==> src/rtl/alu_pkg.sv <==
// alu_pkg
// Shared encodings for the execute block:
//   - aluop classes driven by main control
//   - R-type function field codes
//   - decoded ALU operation codes (gout)
package alu_pkg;

    // Main-control ALU operation classes {aluop2,aluop1,aluop0}
    localparam logic [2:0] ALUOP_ADD   = 3'b000;
    localparam logic [2:0] ALUOP_SUB   = 3'b001;
    localparam logic [2:0] ALUOP_RTYPE = 3'b010;
    localparam logic [2:0] ALUOP_OR    = 3'b011;
    localparam logic [2:0] ALUOP_NAND  = 3'b100;
    localparam logic [2:0] ALUOP_AND   = 3'b101;
    localparam logic [2:0] ALUOP_SLT   = 3'b110;
    localparam logic [2:0] ALUOP_ADD2  = 3'b111;

    // R-type function field codes (instruction bits [3:0])
    localparam logic [3:0] FUNCT_ADD = 4'b0000;
    localparam logic [3:0] FUNCT_SUB = 4'b0010;
    localparam logic [3:0] FUNCT_AND = 4'b0100;
    localparam logic [3:0] FUNCT_OR  = 4'b0101;
    localparam logic [3:0] FUNCT_XOR = 4'b0110;
    localparam logic [3:0] FUNCT_NOR = 4'b0111;
    localparam logic [3:0] FUNCT_SLT = 4'b1010;

    // Decoded ALU operations
    localparam logic [3:0] OP_AND  = 4'b0000;
    localparam logic [3:0] OP_OR   = 4'b0001;
    localparam logic [3:0] OP_ADD  = 4'b0010;
    localparam logic [3:0] OP_XOR  = 4'b0011;
    localparam logic [3:0] OP_SUB  = 4'b0110;
    localparam logic [3:0] OP_SLT  = 4'b0111;
    localparam logic [3:0] OP_NOR  = 4'b1100;
    localparam logic [3:0] OP_NAND = 4'b1101;

endpackage

==> src/rtl/alu_op_decode.sv <==
// alu_op_decode
// Purely combinational ALU-control decode.
// Ports:
//   aluop  in  3  operation class from main control
//   funct  in  4  R-type function field, only used when aluop selects R-type
//   gout   out 4  decoded ALU operation code
module alu_op_decode
    import alu_pkg::*;
(
    input  logic [2:0] aluop,
    input  logic [3:0] funct,
    output logic [3:0] gout
);

    always_comb begin
        gout = OP_ADD;
        unique case (aluop)
            ALUOP_ADD:   gout = OP_ADD;
            ALUOP_SUB:   gout = OP_SUB;
            ALUOP_OR:    gout = OP_OR;
            ALUOP_NAND:  gout = OP_NAND;
            ALUOP_AND:   gout = OP_AND;
            ALUOP_SLT:   gout = OP_SLT;
            ALUOP_ADD2:  gout = OP_ADD;
            ALUOP_RTYPE: begin
                // Unlisted function codes fall back to ADD
                case (funct)
                    FUNCT_ADD: gout = OP_ADD;
                    FUNCT_SUB: gout = OP_SUB;
                    FUNCT_AND: gout = OP_AND;
                    FUNCT_OR:  gout = OP_OR;
                    FUNCT_XOR: gout = OP_XOR;
                    FUNCT_NOR: gout = OP_NOR;
                    FUNCT_SLT: gout = OP_SLT;
                    default:   gout = OP_ADD;
                endcase
            end
            default:     gout = OP_ADD;
        endcase
    end

endmodule

==> src/rtl/alu_exec_unit.sv <==
// alu_exec_unit
// Execute-stage datapath: ALU-control decode, WIDTH-bit ALU with zero detect,
// Z/N/V status register, and the free-standing PC+4 / branch-target adder.
// Ports:
//   clk, reset       clock; synchronous active-high reset of the flags only
//   aluop, funct     operation selection (decoded by alu_op_decode)
//   a, b             ALU operands
//   flag_we          load Z/N/V from this cycle's ALU result
//   add_a, add_b     adder operands
//   gout             decoded operation (combinational)
//   result, zout     ALU result and result==0 (combinational)
//   add_sum          add_a + add_b mod 2^WIDTH (combinational)
//   zflag/nflag/vflag registered status flags
module alu_exec_unit
    import alu_pkg::*;
#(
    parameter int WIDTH = 32
) (
    input  logic             clk,
    input  logic             reset,
    input  logic [2:0]       aluop,
    input  logic [3:0]       funct,
    input  logic [WIDTH-1:0] a,
    input  logic [WIDTH-1:0] b,
    input  logic             flag_we,
    input  logic [WIDTH-1:0] add_a,
    input  logic [WIDTH-1:0] add_b,
    output logic [3:0]       gout,
    output logic [WIDTH-1:0] result,
    output logic             zout,
    output logic [WIDTH-1:0] add_sum,
    output logic             zflag,
    output logic             nflag,
    output logic             vflag
);

    logic [WIDTH-1:0] sum;
    logic [WIDTH-1:0] diff;
    logic             lt;
    logic             ovf;

    alu_op_decode u_decode (
        .aluop (aluop),
        .funct (funct),
        .gout  (gout)
    );

    assign sum  = a + b;
    assign diff = a - b;
    assign lt   = $signed(a) < $signed(b);

    always_comb begin
        result = '0;
        ovf    = 1'b0;
        case (gout)
            OP_AND:  result = a & b;
            OP_OR:   result = a | b;
            OP_XOR:  result = a ^ b;
            OP_NOR:  result = ~(a | b);
            OP_NAND: result = ~(a & b);
            OP_SLT:  result = {{(WIDTH-1){1'b0}}, lt};
            OP_ADD: begin
                result = sum;
                // Like-signed operands producing an opposite-signed sum
                ovf    = (a[WIDTH-1] == b[WIDTH-1]) && (sum[WIDTH-1] != a[WIDTH-1]);
            end
            OP_SUB: begin
                result = diff;
                // Unlike-signed operands where the sign of a is lost
                ovf    = (a[WIDTH-1] != b[WIDTH-1]) && (diff[WIDTH-1] != a[WIDTH-1]);
            end
            default: result = '0;
        endcase
    end

    assign zout    = (result == '0);
    assign add_sum = add_a + add_b;

    always_ff @(posedge clk) begin
        if (reset) begin
            zflag <= 1'b0;
            nflag <= 1'b0;
            vflag <= 1'b0;
        end else if (flag_we) begin
            zflag <= zout;
            nflag <= result[WIDTH-1];
            vflag <= ovf;
        end
    end

endmodule

==> config.mk <==
export PLATFORM = sky130hd
export DESIGN_NAME = alu_exec_unit
export DESIGN_NICKNAME = d
export VERILOG_FILES = /design/src/rtl/alu_pkg.sv /design/src/rtl/alu_op_decode.sv /design/src/rtl/alu_exec_unit.sv
export SDC_FILE = /design/constraint.sdc
export NUM_CORES = 1
export LEC_CHECK = 0
export ABC_AREA = 1
export CAP_MARGIN = 25
export CORE_ASPECT_RATIO = 1.2
export CORE_MARGIN = 3
export CORE_UTILIZATION = 54
export CTS_BUF_LIST = sky130_fd_sc_hd__clkbuf_8
export DETAILED_ROUTE_END_ITERATION = 10
export GPL_TIMING_DRIVEN = 1
export PLACE_DENSITY = 0.87
export SYNTH_ARGS = -nofsm -noshare
export SYNTH_HDL_FRONTEND = slang
export SYNTH_SLANG_ARGS = --single-unit
==> constraint.sdc <==
create_clock -name clk -period 3.2 [get_ports clk]
set_input_delay 0.48 -clock clk [delete_from_list [all_inputs] [get_ports clk]]
set_output_delay 0.48 -clock clk [all_outputs]
set_load 0.005 [all_outputs]
==> out/qor.yml, run 1 <==
die_x_um: 126
placed_cell_area_sq_um: 14300
post_cts_resized: 812
start_util_pct: 56.3
num_rows: 51
htreeDepth: 1
numPlacedInstances: 2577
cts_root_buffer: "clkbuf_8"
synth_ff_type: "dfxtp_1"
synth_cells: 1829
dieHeight_um: 150
synth-edff-count: 0
status: "stopped before the end"
ys_ff_latch: 3
port_buffers: 209
gp_congestion: 1.21
io_pins: 210
hpwl_mm: 37.7
avgSynthCellArea_sq_um: 5.08
ys_async_sr_fraction_pct: 0
synth_warnings: 0
synthDistinctLibCells: 49
cts_hold_buffers: 0
yosysSeqAreaShare_pct: 0.646
numCtsBuffers: 3
stop_stage: "4_1_cts"
postCtsSetupRepairBufs: 98
cts_sinks: 3
synth_fp_nets: 2103
syn-cell-area_sq_um: 9300
clock_path_buffers: 2
error: "[ERROR DPL-0038] Utilization greater than 100%, impossible to legalize"
-- Yosys cell counts, types with 2 or more instances --
cell | n | share of area, %
nor2_2 | 3 | 0.20
or2_2 | 6 | 0.40
buf_6 | 7 | 0.85
inv_1 | 380 | 15
o211ai_1 | 3 | 0.24
nand2_4 | 5 | 0.61
buf_2 | 31 | 1.7
o22ai_1 | 4 | 0.27
nor2_4 | 3 | 0.36
nor2_1 | 176 | 7.1
a31oi_1 | 7 | 0.47
o21bai_1 | 9 | 0.73
and3_1 | 2 | 0.13
inv_4 | 2 | 0.13
o21ai_0 | 43 | 2.3
a21boi_0 | 5 | 0.40
dfxtp_1 | 3 | 0.65
a21o_1 | 2 | 0.16
nand3b_1 | 10 | 0.81
ha_1 | 133 | 18
and2_1 | 2 | 0.13
nor3_1 | 18 | 0.97
o21ai_1 | 10 | 0.54
inv_2 | 7 | 0.28
xnor2_1 | 10 | 0.94
nand2_1 | 561 | 23
xor2_1 | 32 | 3.0
fa_1 | 3 | 0.65
nand4_1 | 34 | 2.3
buf_1 | 2 | 0.081
a21oi_1 | 88 | 4.7
nand2_2 | 2 | 0.13
nand3_1 | 204 | 11
clkbuf_1 | 6 | 0.24
o21a_1 | 2 | 0.16
-- through the flow --
step | hold slack [ns] | setup WS (ns) | utilization (%) | TNS [ns]
after floorplan | 0.472 | 0.203 | - | 0
after global placement | 0.464 | -1.26 | 86.7 | -29.74
after detailed placement | 0.492 | -1.36 | 86.7 | -38.35
-- logic make-up after synthesis --
family                     share of synthesized area (%)
buffers and inverters                               18.7
adders and majority gates                           18.5
xor gates and xnor gates                            4.13
DFF                                                0.646
AOI/OAI and AO/OA                                   10.5
and+or+nand+nor                                     47.4
muxes                                              0.108
==> run 2: changes to the inputs <==
Settings changed: CORE_ASPECT_RATIO 1.2 to unset, CORE_UTILIZATION 54 to 40, CTS_BUF_LIST sky130_fd_sc_hd__clkbuf_8 to unset, PLACE_DENSITY 0.87 to unset, PLACE_DENSITY_LB_ADDON set to 0.15.
==> run 2 against run 1 <==
  * The flow now finishes, with violations (negative setup slack)
  * Synthesized cell count unchanged
  * Area after synthesis unchanged
==> out/qor.yml, run 2 <==
grt_overflow: 0
layout-drive-gt1-share_pct: 52.1
multi_input_area_sq_um: 10500
synth_cells: 1829  # unchanged
start_util_pct: 40.8  # -15 points
worst_setup_path_end_kind: "output port"
antenna_found_initial: 0
cp.required_ns: 2.72
insertion_delay_ns: 0.22
synth.top_cell.area_share_pct: 22.6  # unchanged
crit_type: "input port to output port"
clock_path_buffers: 2  # unchanged
core_area_sq_um: 22800
cts_hold_buffers: 0  # unchanged
dieArea_sq_um: 25100
dieHeight_um: 158  # +5.8%
skew_ns: 0
first_iter_violations: 2021
hpwl_mm: 36.4  # -3.6%
vias_per_cell: 5.70
grt_pass1_wl_mm: 75.3
setup_ws_ns: -0.606
dr.pass1.iters: 6
synth_area_leaders: "nand2_1 (23%), ha_1 (18%), inv_1 (15%)"
max_clock_freq_ghz: 0.263
leakage_nw: 10.5
syn_to_final_growth_pct: 110
synth_warnings: 0  # unchanged
crit_fanout: 5
start_kind: "input port"
fin_crit_sh_pct: 119
cap_violations: 0
syn-cell-area_sq_um: 9300  # unchanged
avgSynthCellArea_sq_um: 5.08  # unchanged
status: "finished with violations"
cts_sinks: 3  # unchanged
ys_async_sr_fraction_pct: 0  # unchanged
grt_max_degree: 21
ant_nets: 0
violations: "negative setup slack"
drc: 0
synthDistinctLibCells: 49  # unchanged
slew_viol_final: 0
wl_per_cell_um: 21.3
arrival_ns: 3.33
first_global_vias: 15100
hold_violations: 0
numCtsBuffers: 3  # unchanged
worst_pin_slew_ns: 0.428
fill_cells: 1299
regArea_sq_um: 60.1
htreeDepth: 1  # unchanged
gp_congestion: 1.03  # -15%
wl_mm: 62.1
cts_root_buffer: "clkbuf_16"
ff2ff_setup_slack_ns: 2.51
synth_common_cells: "nand2_1 (561), inv_1 (380), nand3_1 (204), nor2_1 (176), ha_1 (133)"
yosysMostFrequentCell: "nand2_1"
p_total_mw: 4.74
pre_cts_slack_ns: -1.45  # -0.0887 ns
setup_viol: 24
path_clk_slew_ns: 0.03
synth_fp_nets: 2103  # unchanged
nNetsFinal: 2879
rsz0062_at_grt: "true"
fin_crit_ns: 3.81
yosys.area.top_type: "nand2_1"
port_buffers: 209  # unchanged
die_x_um: 158  # +26%
final_cell_mix: "buf_4 (515), nand2_1 (388), inv_1 (262)"
synth_ff_type: "dfxtp_1"
grt_use_total_pct: 37.4
power_density_nw_per_um2: 243
hp-class: "register to register"
ys_ff_latch: 3  # unchanged
yosysSeqAreaShare_pct: 0.646  # unchanged
vias: 16600
vdd_drop_max_mv: 0.160
io_pins: 210  # unchanged
cts_tree: "built"
synth-edff-count: 0  # unchanged
layout_commonest_cell: "buf_4"
n_antenna_cell: 0
relSlewSlack_pct: 71.3
top_regs: "nflag x1, vflag x1, zflag x1"
num_rows: 55  # +7.8%
[run 2: cell type report]
type                       instances  share of cell area, %
clock buffer                       4                  0.404
timing repair buffer             818                   36.0
tap                              313                   2.01
inverter                         389                   7.62
sequential                         3                  0.308
multi-input combinational       1390                   53.6
[run 2: critical path, cell delays in order]
cell and delay, ns:
buf_2 0.13, inv_2 0.06, ha_4 0.26, nor2_1 0.14, buf_4 0.17, nand2_1 0.13
inv_1 0.13, nand2_1 0.10, nand2_2 0.23, buf_4 0.17, nand3_2 0.19, nand3_1 0.16
nand2_1 0.08, nand3_2 0.09, nand3_2 0.11, nor2_2 0.16, nand2_2 0.08, nor2_4 0.11
nand3_2 0.10, inv_1 0.08, buf_2 0.13
[run 2: power breakdown]
| part | switching (mW) | total (mW) | internal (mW) | leakage [nW] |
|---|---|---|---|---|
| combinational | 2.36 | 4.50 | 2.14 | 10.4 |
| sequential | 0.00159 | 0.0420 | 0.0404 | 0.0248 |
| clock | 0.0362 | 0.201 | 0.165 | 0.0382 |
| total | 2.40 | 4.74 | 2.34 | 10.5 |
[run 2: worst paths after layout]
path,depth (start not counted),end,start
worst max-delay path,21,zout,b[4]
worst min-delay path,2,nflag,nflag
worst min register to register,2,nflag,nflag
worst max register to register,2,zflag,zflag
[run 2: per-layer routing]
layer | vias to the layer above | part of all wire [%] | global-route usage (%)
li1 | 7224 | - | -
met1 | 7487 | 34 | 43.7
met2 | 1388 | 44 | 65.8
met3 | 534 | 13 | 5.87
met4 | 0 | 9.9 | 19.3
met5 | - | 0 | 0
[run 2: what timing repair did]
action | CTS | global route
endpoints found under the setup margin | 58 | 54
gates resized for setup | 847 | 413
cloned | 1 | 4
setup buffers | 102 | 44
pin swaps | 234 | 224
[run 2: logic make-up (layout without fill, tap and decap cells)]
logic type	Yosys count	count (layout)	share of synthesized area (%)
AO/OA/AOI/OAI	178	178	10.5
AND/OR/NAND/NOR	1032	1032	47.4
XOR/XNOR	43	43	4.13
flip-flops	3	3	0.646
multiplexers	1	1	0.108
buffers and inverters	436	1211	18.7
adder cells (fa/ha/maj)	136	136	18.5
[run 2: per-stage QoR]
step                utilization [%]  cells  setup TNS (ns)  cell area (sq um)  hold WS [ns]
floorplan                         -   1829               0               9300         0.472
global placement               66.5   2766          -33.78              15200         0.472
detailed placement             66.5   2766          -34.85              15200         0.480
CTS                            79.3   2871          -0.234              18100         0.486
global route                   85.7   2917           -6.51              19500         0.537
finish                         85.7   2917           -4.66              19500         0.493
Note: power is estimated with default switching activity, not from simulation.
